--- config.mk ---
export PLATFORM = sky130hd
export DESIGN_NAME = disp_rect_writer_flat
export DESIGN_NICKNAME = d
export VERILOG_FILES = /design/src/rtl/vga_pkg.sv /design/src/rtl/disp_rect_writer_if.sv /design/src/rtl/rect_clip.sv /design/src/rtl/disp_rect_writer.sv /design/src/flat_wrapper.sv
export SDC_FILE = /design/constraint.sdc
export NUM_CORES = 1
export LEC_CHECK = 0
export BUFFER_PORTS_ARGS = -buffer_cell sky130_fd_sc_hd__buf_2
export CAP_MARGIN = 10
export CORE_ASPECT_RATIO = 1.5
export CORE_MARGIN = 1
export CORE_UTILIZATION = 30
export DETAILED_ROUTE_END_ITERATION = 7
export GPL_TIMING_DRIVEN = 0
export PLACE_DENSITY = 0.55
export SETUP_SLACK_MARGIN = 0.02
export SLEW_MARGIN = 20
export SYNTH_ARGS = -nofsm -noshare
export SYNTH_HDL_FRONTEND = slang
export SYNTH_SLANG_ARGS = --single-unit
--- constraint.sdc ---
create_clock -name clk -period 6.65 [get_ports clk]
set_input_delay 0.9975 -clock clk [delete_from_list [all_inputs] [get_ports clk]]
set_output_delay 0.9975 -clock clk [all_outputs]
set_load 0.02 [all_outputs]
--- src/rtl/vga_pkg.sv ---
// Shared VGA constants: screen geometry, 640x480 timing, frame-buffer widths, writer states.
package vga_pkg;

  localparam int unsigned H_RES    = 640;
  localparam int unsigned V_RES    = 480;

  // Horizontal timing, shared with the timing generator.
  localparam int unsigned H_FRONT  = 16;
  localparam int unsigned H_SYNC   = 96;
  localparam int unsigned H_BACK   = 48;
  localparam int unsigned H_TOTAL  = H_RES + H_FRONT + H_SYNC + H_BACK;  // 800

  // Vertical timing, shared with the timing generator.
  localparam int unsigned V_FRONT  = 10;
  localparam int unsigned V_SYNC   = 2;
  localparam int unsigned V_BACK   = 33;
  localparam int unsigned V_TOTAL  = V_RES + V_FRONT + V_SYNC + V_BACK;  // 525

  localparam int unsigned ADDR_W   = 19;
  localparam int unsigned COLOUR_W = 12;
  localparam int unsigned COORD_W  = 10;
  // One extra bit so x0+w and y0+h cannot overflow.
  localparam int unsigned EXT_W    = COORD_W + 1;

  typedef enum logic [1:0] {IDLE, SETUP, FILL, DONE} state_e;

endpackage

--- src/rtl/disp_rect_writer_if.sv ---
// Command handshake plus dispram port-A write bus of the rectangle writer.
interface disp_rect_writer_if;
  import vga_pkg::*;

  logic                cmd_valid;
  logic                cmd_ready;
  logic [COORD_W-1:0]  cmd_x0;
  logic [COORD_W-1:0]  cmd_y0;
  logic [COORD_W-1:0]  cmd_w;
  logic [COORD_W-1:0]  cmd_h;
  logic [COLOUR_W-1:0] cmd_colour;
  logic [ADDR_W-1:0]   ramaddra;
  logic [COLOUR_W-1:0] ramdina;
  logic                ramwea;
  logic                busy;
  logic                done;

  // The writer itself.
  modport slave (
    input  cmd_valid, cmd_x0, cmd_y0, cmd_w, cmd_h, cmd_colour,
    output cmd_ready, ramaddra, ramdina, ramwea, busy, done
  );

  // The command source / observer.
  modport master (
    output cmd_valid, cmd_x0, cmd_y0, cmd_w, cmd_h, cmd_colour,
    input  cmd_ready, ramaddra, ramdina, ramwea, busy, done
  );

endinterface

--- src/rtl/rect_clip.sv ---
// Clips a rectangle to the visible screen: exclusive right/bottom edges and an empty flag.
module rect_clip
  import vga_pkg::*;
(
  input  logic [COORD_W-1:0] i_x0,
  input  logic [COORD_W-1:0] i_y0,
  input  logic [COORD_W-1:0] i_w,
  input  logic [COORD_W-1:0] i_h,
  output logic [EXT_W-1:0]   o_xe,
  output logic [EXT_W-1:0]   o_ye,
  output logic               o_empty
);

  localparam logic [EXT_W-1:0] HResExt = EXT_W'(H_RES);
  localparam logic [EXT_W-1:0] VResExt = EXT_W'(V_RES);

  logic [EXT_W-1:0] w_xsum;
  logic [EXT_W-1:0] w_ysum;

  // Saturate the far edges at the screen border; flag rectangles with nothing visible.
  always_comb begin
    w_xsum  = {1'b0, i_x0} + {1'b0, i_w};
    w_ysum  = {1'b0, i_y0} + {1'b0, i_h};
    o_xe    = (w_xsum > HResExt) ? HResExt : w_xsum;
    o_ye    = (w_ysum > VResExt) ? VResExt : w_ysum;
    o_empty = (i_w == '0) || (i_h == '0) ||
              ({1'b0, i_x0} >= HResExt) || ({1'b0, i_y0} >= VResExt);
  end

endmodule

--- src/rtl/disp_rect_writer.sv ---
// Fills a clipped rectangle of the frame buffer with one colour, one pixel per clock.
module disp_rect_writer
  import vga_pkg::*;
(
  input  logic                clk,
  input  logic                rst_n,
  disp_rect_writer_if.slave   io_bus
);

  state_e              r_state, w_state_d;
  logic [COORD_W-1:0]  r_x0, r_y0, r_w, r_h;
  logic [COLOUR_W-1:0] r_colour;
  logic [COORD_W-1:0]  r_x, w_x_d;
  logic [COORD_W-1:0]  r_y, w_y_d;
  logic [ADDR_W-1:0]   r_row_base, w_row_base_d;

  logic                r_cmd_ready, w_cmd_ready_d;
  logic                r_busy, w_busy_d;
  logic                r_done, w_done_d;
  logic                r_ramwea, w_ramwea_d;
  logic [ADDR_W-1:0]   r_ramaddra, w_ramaddra_d;
  logic [COLOUR_W-1:0] r_ramdina, w_ramdina_d;

  logic [EXT_W-1:0]    w_xe, w_ye;
  logic                w_empty;
  logic                w_accept;
  logic                w_last_col;
  logic                w_last_row;
  logic [ADDR_W-1:0]   w_base0;

  rect_clip u_clip (
    .i_x0    (r_x0),
    .i_y0    (r_y0),
    .i_w     (r_w),
    .i_h     (r_h),
    .o_xe    (w_xe),
    .o_ye    (w_ye),
    .o_empty (w_empty)
  );

  assign w_accept   = (r_state == IDLE) && io_bus.cmd_valid && r_cmd_ready;
  assign w_last_col = ({1'b0, r_x} == (w_xe - EXT_W'(1)));
  assign w_last_row = ({1'b0, r_y} == (w_ye - EXT_W'(1)));
  // y0*640 as two shifts; only used when y0 < V_RES, so it fits ADDR_W.
  assign w_base0    = ADDR_W'({r_y0, 9'd0}) + ADDR_W'({r_y0, 7'd0});

  // Latch the command on acceptance.
  always_ff @(posedge clk or negedge rst_n) begin
    if (!rst_n) begin
      r_x0     <= '0;
      r_y0     <= '0;
      r_w      <= '0;
      r_h      <= '0;
      r_colour <= '0;
    end else if (w_accept) begin
      r_x0     <= io_bus.cmd_x0;
      r_y0     <= io_bus.cmd_y0;
      r_w      <= io_bus.cmd_w;
      r_h      <= io_bus.cmd_h;
      r_colour <= io_bus.cmd_colour;
    end
  end

  // State, walker position and registered outputs.
  always_ff @(posedge clk or negedge rst_n) begin
    if (!rst_n) begin
      r_state     <= IDLE;
      r_x         <= '0;
      r_y         <= '0;
      r_row_base  <= '0;
      r_cmd_ready <= 1'b1;
      r_busy      <= 1'b0;
      r_done      <= 1'b0;
      r_ramwea    <= 1'b0;
      r_ramaddra  <= '0;
      r_ramdina   <= '0;
    end else begin
      r_state     <= w_state_d;
      r_x         <= w_x_d;
      r_y         <= w_y_d;
      r_row_base  <= w_row_base_d;
      r_cmd_ready <= w_cmd_ready_d;
      r_busy      <= w_busy_d;
      r_done      <= w_done_d;
      r_ramwea    <= w_ramwea_d;
      r_ramaddra  <= w_ramaddra_d;
      r_ramdina   <= w_ramdina_d;
    end
  end

  // Next state; outputs are computed for the state being entered so they align with it.
  always_comb begin
    w_state_d     = r_state;
    w_x_d         = r_x;
    w_y_d         = r_y;
    w_row_base_d  = r_row_base;
    w_cmd_ready_d = 1'b0;
    w_busy_d      = 1'b0;
    w_done_d      = 1'b0;
    w_ramwea_d    = 1'b0;
    w_ramaddra_d  = r_ramaddra;
    w_ramdina_d   = r_ramdina;
    unique case (r_state)
      IDLE: begin
        if (w_accept) begin
          w_state_d = SETUP;
          w_busy_d  = 1'b1;
        end else begin
          w_cmd_ready_d = 1'b1;
        end
      end
      SETUP: begin
        if (w_empty) begin
          w_state_d = DONE;
          w_done_d  = 1'b1;
        end else begin
          w_state_d    = FILL;
          w_busy_d     = 1'b1;
          w_x_d        = r_x0;
          w_y_d        = r_y0;
          w_row_base_d = w_base0;
          w_ramwea_d   = 1'b1;
          w_ramaddra_d = w_base0 + ADDR_W'(r_x0);
          w_ramdina_d  = r_colour;
        end
      end
      FILL: begin
        // Outputs currently show pixel (r_x, r_y); prepare the following one.
        if (w_last_col && w_last_row) begin
          w_state_d = DONE;
          w_done_d  = 1'b1;
        end else begin
          w_busy_d   = 1'b1;
          w_ramwea_d = 1'b1;
          if (w_last_col) begin
            w_x_d        = r_x0;
            w_y_d        = r_y + COORD_W'(1);
            w_row_base_d = r_row_base + ADDR_W'(H_RES);
          end else begin
            w_x_d = r_x + COORD_W'(1);
          end
          w_ramaddra_d = w_row_base_d + ADDR_W'(w_x_d);
          w_ramdina_d  = r_colour;
        end
      end
      DONE: begin
        w_state_d     = IDLE;
        w_cmd_ready_d = 1'b1;
      end
      default: begin
        w_state_d     = IDLE;
        w_cmd_ready_d = 1'b1;
      end
    endcase
  end

  assign io_bus.cmd_ready = r_cmd_ready;
  assign io_bus.busy      = r_busy;
  assign io_bus.done      = r_done;
  assign io_bus.ramwea    = r_ramwea;
  assign io_bus.ramaddra  = r_ramaddra;
  assign io_bus.ramdina   = r_ramdina;

endmodule

--- src/flat_wrapper.sv ---
// flat-port wrapper written by rule: the top's interface ports become plain ports
module disp_rect_writer_flat import vga_pkg::*;
  (clk, rst_n, io_bus_cmd_valid, io_bus_cmd_x0, io_bus_cmd_y0, io_bus_cmd_w, io_bus_cmd_h, io_bus_cmd_colour, io_bus_cmd_ready, io_bus_ramaddra, io_bus_ramdina, io_bus_ramwea, io_bus_busy, io_bus_done);
  disp_rect_writer_if io_bus_i ();
  input  logic clk;
  input  logic rst_n;
  input wire logic [$bits(io_bus_i.cmd_valid)-1:0] io_bus_cmd_valid;
  input wire logic [$bits(io_bus_i.cmd_x0)-1:0] io_bus_cmd_x0;
  input wire logic [$bits(io_bus_i.cmd_y0)-1:0] io_bus_cmd_y0;
  input wire logic [$bits(io_bus_i.cmd_w)-1:0] io_bus_cmd_w;
  input wire logic [$bits(io_bus_i.cmd_h)-1:0] io_bus_cmd_h;
  input wire logic [$bits(io_bus_i.cmd_colour)-1:0] io_bus_cmd_colour;
  output wire logic [$bits(io_bus_i.cmd_ready)-1:0] io_bus_cmd_ready;
  output wire logic [$bits(io_bus_i.ramaddra)-1:0] io_bus_ramaddra;
  output wire logic [$bits(io_bus_i.ramdina)-1:0] io_bus_ramdina;
  output wire logic [$bits(io_bus_i.ramwea)-1:0] io_bus_ramwea;
  output wire logic [$bits(io_bus_i.busy)-1:0] io_bus_busy;
  output wire logic [$bits(io_bus_i.done)-1:0] io_bus_done;
  assign io_bus_i.cmd_valid = io_bus_cmd_valid;
  assign io_bus_i.cmd_x0 = io_bus_cmd_x0;
  assign io_bus_i.cmd_y0 = io_bus_cmd_y0;
  assign io_bus_i.cmd_w = io_bus_cmd_w;
  assign io_bus_i.cmd_h = io_bus_cmd_h;
  assign io_bus_i.cmd_colour = io_bus_cmd_colour;
  assign io_bus_cmd_ready = io_bus_i.cmd_ready;
  assign io_bus_ramaddra = io_bus_i.ramaddra;
  assign io_bus_ramdina = io_bus_i.ramdina;
  assign io_bus_ramwea = io_bus_i.ramwea;
  assign io_bus_busy = io_bus_i.busy;
  assign io_bus_done = io_bus_i.done;
  disp_rect_writer u_core (.clk(clk), .rst_n(rst_n), .io_bus(io_bus_i));
endmodule
======== Word level (Yosys, flattened, before mapping) ========
Cells that the tools add are included.
storage, ports and cells
  bits of input ports ..................... 55
  register bits after elaboration ......... 128
cells by class
  equality and inequality tests ........... 10
  add/subtract/negate cells ............... 10
  reductions and logical operators ........ 13
  magnitude comparators ................... 4
  mux-type cells .......................... 38
operators by type and width
  cell                                                                 count
  2-to-1 mux 19 bit                                                    7
  2-to-1 mux 10 bit                                                    8
  one-hot mux 19 bit (2 select lines)                                  2
  one-hot mux 10 bit (2 select lines)                                  2
  adder 19 x 10 -> 19 bit                                              2
  2-to-1 mux 12 bit                                                    2
  one-hot mux 12 bit (2 select lines)                                  1
  adder 10 x 10 -> 11 bit                                              2
  equality test 10 x 11 -> 1 bit                                       2
  2-to-1 mux 11 bit                                                    2
  subtractor 11 x 1 -> 11 bit (second input constant)                  2
  adder 10 x 1 -> 10 bit (second input constant)                       2
  zero test 10 bit                                                     2
  adder 19 x 10 -> 19 bit (second input constant)                      1
  adder 19 x 17 -> 19 bit                                              1
  greater-than comparator 11 x 10 -> 1 bit (second input constant)     1
  greater-than comparator 11 x 9 -> 1 bit (second input constant)      1
  greater-or-equal comparator 10 bit (second input constant)           1
  greater-or-equal comparator 10 x 9 -> 1 bit (second input constant)  1
  one-hot mux 2 bit (4 select lines)                                   1
  2-to-1 mux 1 bit                                                     7
  inequality test 2 x 1 -> 1 bit (second input constant)               3
  one-hot mux 1 bit (2 select lines)                                   3
  equality test 2 bit (second input constant)                          2
  other kinds (11)                                                     17

======== Depth between registers and ports, before layout ========
  word-level depth ........................ 11
  mapped depth ............................ 32

======== Cells and area by module ========
A second synthesis with hierarchy kept.
unflattened totals
  cells, all modules ...................... 936
  area total of the unflattened synthesis .. 8,541.9 um^2
by module, submodules not included
  module            times used  area an instance (um^2)  cells each
  disp_rect_writer  1           7,221.9                  763
  rect_clip         1           1,320.0                  173

======== Worst setup path after synthesis ========
No wires, ideal clock.
  kind .................................... flip-flop to flip-flop
  from .................................... reg u_core.r_x0[0]
  to ...................................... reg u_core.r_ramaddra[14] (netlist: u_core.io_bus.ramaddra[14])
  buffers on the path ..................... 3
  stages on the path, launching flop included .. 31
  required time ........................... 6,528 ps
  path slack .............................. 160 ps
  arrival time ............................ 6,367 ps
  clock period less this slack ............ 6,490 ps
  cell sequence ........................... dfrtp_1 > ha_1 > inv_1 > fa_1 > nand2b_1 > a21o_1 > a21oi_1 > mux2i_2 > o221ai_2 > buf_6 > or2_2 > ha_1 > xnor2_1 > xor2_1 > nand4_1 > nor3_1 > o21a_1 > nand3_4 > nor3_2 > clkbuf_1 > clkbuf_1 > nor2_1 > a21oi_1 > ha_1 > a21o_1 > a21oi_1 > nand3b_1 > o22ai_2 > or3b_1 > a21oi_1 > o2bb2ai_1
between the ends
  word-level cells in the longest chain between the ends .. 11
  elaborated cells between the ends (all ways) .. 23
  classes of those cells .................. add/sub (4); order compare (2); eq/ne (3); mux (10); reduce/logical (4)
ends and longest elaborated chain
  item                                                           line                     RTL
  start, declared                                                disp_rect_writer.sv:11   logic [COORD_W-1:0] r_x0, r_y0, r_w, r_h;
  start signal, assigned                                         disp_rect_writer.sv:56   r_x0 <= io_bus.cmd_x0;
  adder 10 x 10 -> 11 bit                                        rect_clip.sv:22          w_xsum = {1'b0, i_x0} + {1'b0, i_w};
  greater-than comparator 11 x 10 -> 1 bit                       rect_clip.sv:24          o_xe = (w_xsum > HResExt) ? HResExt : w_xsum;
  2-to-1 mux 11 bit                                              rect_clip.sv:24
  subtractor 11 x 1 -> 11 bit                                    disp_rect_writer.sv:42   assign w_last_col = ({1'b0, r_x} == (w_xe - EXT_W'(1)));
  equality test 10 x 11 -> 1 bit                                 disp_rect_writer.sv:42
  2-to-1 mux 19 bit / 2-to-1 mux 10 bit (equally long branches)  disp_rect_writer.sv:135  if (w_last_col) begin
  2-to-1 mux 19 bit / 2-to-1 mux 10 bit (equally long branches)  disp_rect_writer.sv:129  if (w_last_col && w_last_row) begin
  2-to-1 mux 19 bit / 2-to-1 mux 10 bit (equally long branches)  disp_rect_writer.sv:103  unique case (r_state)
  adder 19 x 10 -> 19 bit                                        disp_rect_writer.sv:142  w_ramaddra_d = w_row_base_d + ADDR_W'(w_x_d);
  2-to-1 mux 19 bit                                              disp_rect_writer.sv:129
  one-hot mux 19 bit (2 select lines)                            disp_rect_writer.sv:103
  end signal, assigned                                           disp_rect_writer.sv:86   r_ramaddra <= w_ramaddra_d;
  end, declared                                                  disp_rect_writer.sv:21   logic [ADDR_W-1:0] r_ramaddra, w_ramaddra_d;
Several ways; a longest one is shown, not always the timed one. The select of a mux whose other input is x is not followed.
A chain may end at the register's enable or synchronous reset.

======== Final worst setup path ========
  from .................................... reg u_core.r_w[0]
  to ...................................... reg u_core.r_ramaddra[18] (netlist: u_core.io_bus.ramaddra[18])
between the ends
  word-level cells in the longest chain between the ends .. 11
  elaborated cells between the ends (all ways) .. 22
  classes of those cells .................. add/sub (3); order compare (1); eq/ne (3); mux (9); reduce/logical (6)
ends and longest elaborated chain
  item                                                           line                     RTL
  start, declared                                                disp_rect_writer.sv:11
  start signal, assigned                                         disp_rect_writer.sv:58   r_w <= io_bus.cmd_w;
  adder 10 x 10 -> 11 bit                                        rect_clip.sv:22
  greater-than comparator 11 x 10 -> 1 bit                       rect_clip.sv:24
  2-to-1 mux 11 bit                                              rect_clip.sv:24
  subtractor 11 x 1 -> 11 bit                                    disp_rect_writer.sv:42
  equality test 10 x 11 -> 1 bit                                 disp_rect_writer.sv:42
  2-to-1 mux 19 bit / 2-to-1 mux 10 bit (equally long branches)  disp_rect_writer.sv:135
  2-to-1 mux 19 bit / 2-to-1 mux 10 bit (equally long branches)  disp_rect_writer.sv:129
  2-to-1 mux 19 bit / 2-to-1 mux 10 bit (equally long branches)  disp_rect_writer.sv:103
  adder 19 x 10 -> 19 bit                                        disp_rect_writer.sv:142
  2-to-1 mux 19 bit                                              disp_rect_writer.sv:129
  one-hot mux 19 bit (2 select lines)                            disp_rect_writer.sv:103
Several ways; a longest one is shown, not always the timed one. The select of a mux whose other input is x is not followed.

==> metrics <==
status finished clean; PortBufs 89; RSZ-0062 raised after global routing no; Core Rows 75; GRT overflow 0; reg2reg end u_core.io_bus.ramaddra[18]; CP max stage delay 0.44 ns; Clock Pin Slew Worst Setup and Hold Paths 0.06 ns; normalized max-slew margin 37.96%; endpoints failing setup 0; min cycle time layout 6.315 ns; # IOs 90; multi-input combinational cell area 5555 um2; setup TNS 0 ns; starting DRC count in detailed routing 383; clk_lat worst skew 0.44 ns; Final #Nets 1157; post-synth cell types 94; DR WL/cell 18.43 um; CP Class register to register; Post-Syn Nets 1034; Primary FF master, synth dfrtp_1; CTS tree done; nature of the critical path endpoint register; max_cap viols 0; clock root buffer clkbuf_16; Final Cycle Share 94.97%; routability congestion estimate 0.8451; number of synthesized register bits 119; Async SR Flop Fraction 100.0%; router iterations before antenna repair 5; Fmax 158.3 MHz; DIE AREA 29520 um2; fill cell count 2874; initial antenna violation count 1; register area 2980 um2; core box area 28150 um2; worst reg2reg path startpoint u_core.r_w[0]; Num Clock Sinks 119; post-DP HPWL 19590 um; Slew Viols, Final 0; Crit path top cell by count ha_4; ratio of cells with drive above 1 in the final layout 25.75%; Synth Instances 932; Area Growth Syn to Fin 22.04%; DR vias/cell 5.344; Seq/Total Area, Yosys 34.45%; final hold viol count 0; flop2flop setup slack 0.33 ns; startpoint types register; vias in the first global route 7643; CP max-delay cell fa_2; Layout Skew 0.008558 ns; Crit. Startpoint u_core.r_w[0]; first-pass GRT wire length 41660 um; largest net degree at the start of global routing 76; hold crit path type input port to async pin; Initial Utilization 30.72%; Post-synth EDFFs 0; Routed WL 26070 um; CP required 7.01 ns; Die Ht 209.9 um; worst endpoint data arrival time 6.67 ns; Buf/Inv on CP 3; GRT Total Usage 18.51%; width of the die 140.6 um; cells on worst reg2reg path 30; number of nets with antenna violations after routing 0; CTS buffer count 17; Largest delay share family, worst path simple AND/OR/NAND/NOR gates; total number of vias 7562; Worst-Margin Slew 0.9235 ns; Residual DRC 0; Max H-tree Level 4; mapped cell area 8647 um2; CP Max Fanout 8; Syn Area/Cell 9.278 um2; Max clock buf depth 2; yosys warns 0
==> area by class of cell <==
class / instances / share of cell area, %
buffer: 46 / 2.205
tap: 346 / 4.102
clock buffer: 19 / 4.292
timing repair buffer: 104 / 5.573
multi-input combinational: 737 / 52.64
antenna: 1 / 0.02371
sequential: 119 / 28.24
inverter: 30 / 1.067
clock inverter: 13 / 1.850
==> stage by stage <==
stage | instance area [um2] | utilization (%) | setup WS (ns) | cells | hold slack [ns]
after floorplan | 8647 | - | 0.1605 | 932 | 0.4522
after global placement | 9525 | 33.84 | -1.261 | 1367 | 0.4597
after detailed placement | 9563 | 33.97 | -1.254 | 1368 | 0.4672
after CTS | 10310 | 36.61 | 0.02094 | 1403 | 0.4589
after global routing | 10550 | 37.48 | 0.05950 | 1415 | 0.4706
final | 10550 | 37.48 | 0.3347 | 1415 | 0.4550
==> worst reg2reg max path: cells and delay by family, from the launching register on <==
family,cells,cell delay (ns)
AOI/OAI and AO/OA,7,1.16
xor gates and xnor gates,4,0.68
adders and majority gates,4,1.06
buffers and inverters,3,0.36
DFF,1,0.42
and+or+nand+nor,12,2.56
==> synthesized netlist by cell type, types with 23 or more instances <==
| cell | number | area (um2) |
|---|---|---|
| dfrtp_1 | 118 | 2953 |
| nand2_1 | 74 | 277.8 |
| a21oi_1 | 67 | 335.3 |
| nor2_1 | 59 | 221.5 |
| mux2_2 | 55 | 619.3 |
| o21ai_0 | 51 | 255.2 |
| ha_1 | 43 | 538.0 |
| xnor2_1 | 41 | 359.1 |
| nand3_1 | 31 | 155.2 |
| clkbuf_1 | 30 | 112.6 |
| inv_1 | 30 | 112.6 |
| xor2_1 | 23 | 201.4 |
==> sequential cells by signal (all words and copies together), names as in the netlist <==
signal                   cells
u_core.io_bus.ramaddra      17
u_core.io_bus.ramdina       12
u_core.r_colour             12
u_core.r_row_base           12
u_core.r_h                  10
u_core.r_w                  10
u_core.r_x0                 10
u_core.r_x                  10
u_core.r_y0                 10
u_core.r_y                  10
u_core.r_state               2
u_core.io_bus.busy           1
u_core.io_bus.cmd_ready      1
u_core.io_bus.done           1
u_core.io_bus.ramwea         1
==> layout by cell type (no fill, tap or decap), drive strengths merged, types with 14 or more instances in the layout <==
cell type | Yosys | routed
and3 | 15 | 15
nor2 | 60 | 60
xnor2 | 43 | 43
a21oi | 68 | 68
buf | 16 | 122
o22ai | 16 | 16
dfrtp | 118 | 118
inv | 30 | 32
o21ai | 58 | 58
mux2 | 68 | 68
nor4 | 14 | 14
nand3 | 33 | 33
clkbuf | 30 | 47
ha | 43 | 43
xor2 | 25 | 25
nor3 | 17 | 17
nand2 | 74 | 74
==> cell families after synthesis <==
family	synth area share (%)
compound gates	19.27
xor+xnor	7.365
fa+ha+maj	7.148
buf+inv	3.777
flops	34.45
mux	9.825
simple gates	18.16
==> per-layer routing <==
metal / wire [um] / GRT usage, %
met2: 13990 / 34.33
met4: 1236 / 10.76
met3: 776 / 2.703
met5: 0 / 0
met1: 10070 / 19.81
==> how the worst max path moves through the flow <==
stage,depth (start not counted),end
finish,30,u_core.io_bus.ramaddra[18]
global placement,30,u_core.io_bus.ramaddra[14]
global route,30,u_core.io_bus.ramaddra[18]
CTS,30,u_core.io_bus.ramaddra[17]
floorplan,30,u_core.io_bus.ramaddra[14]
detailed placement,30,u_core.io_bus.ramaddra[14]
==> repair_timing <==
item,4_1_cts,5_1_grt
hold buffers,0,0
endpoints found under the hold margin,0,0
endpoints found under the setup margin,11,39
buffers inserted,3,11
resized for setup,16,34
pin swaps,4,13
Power is left out: the tool's default activity adds up to more than one toggle a clock period on the data nets, which glitch-free logic cannot reach.
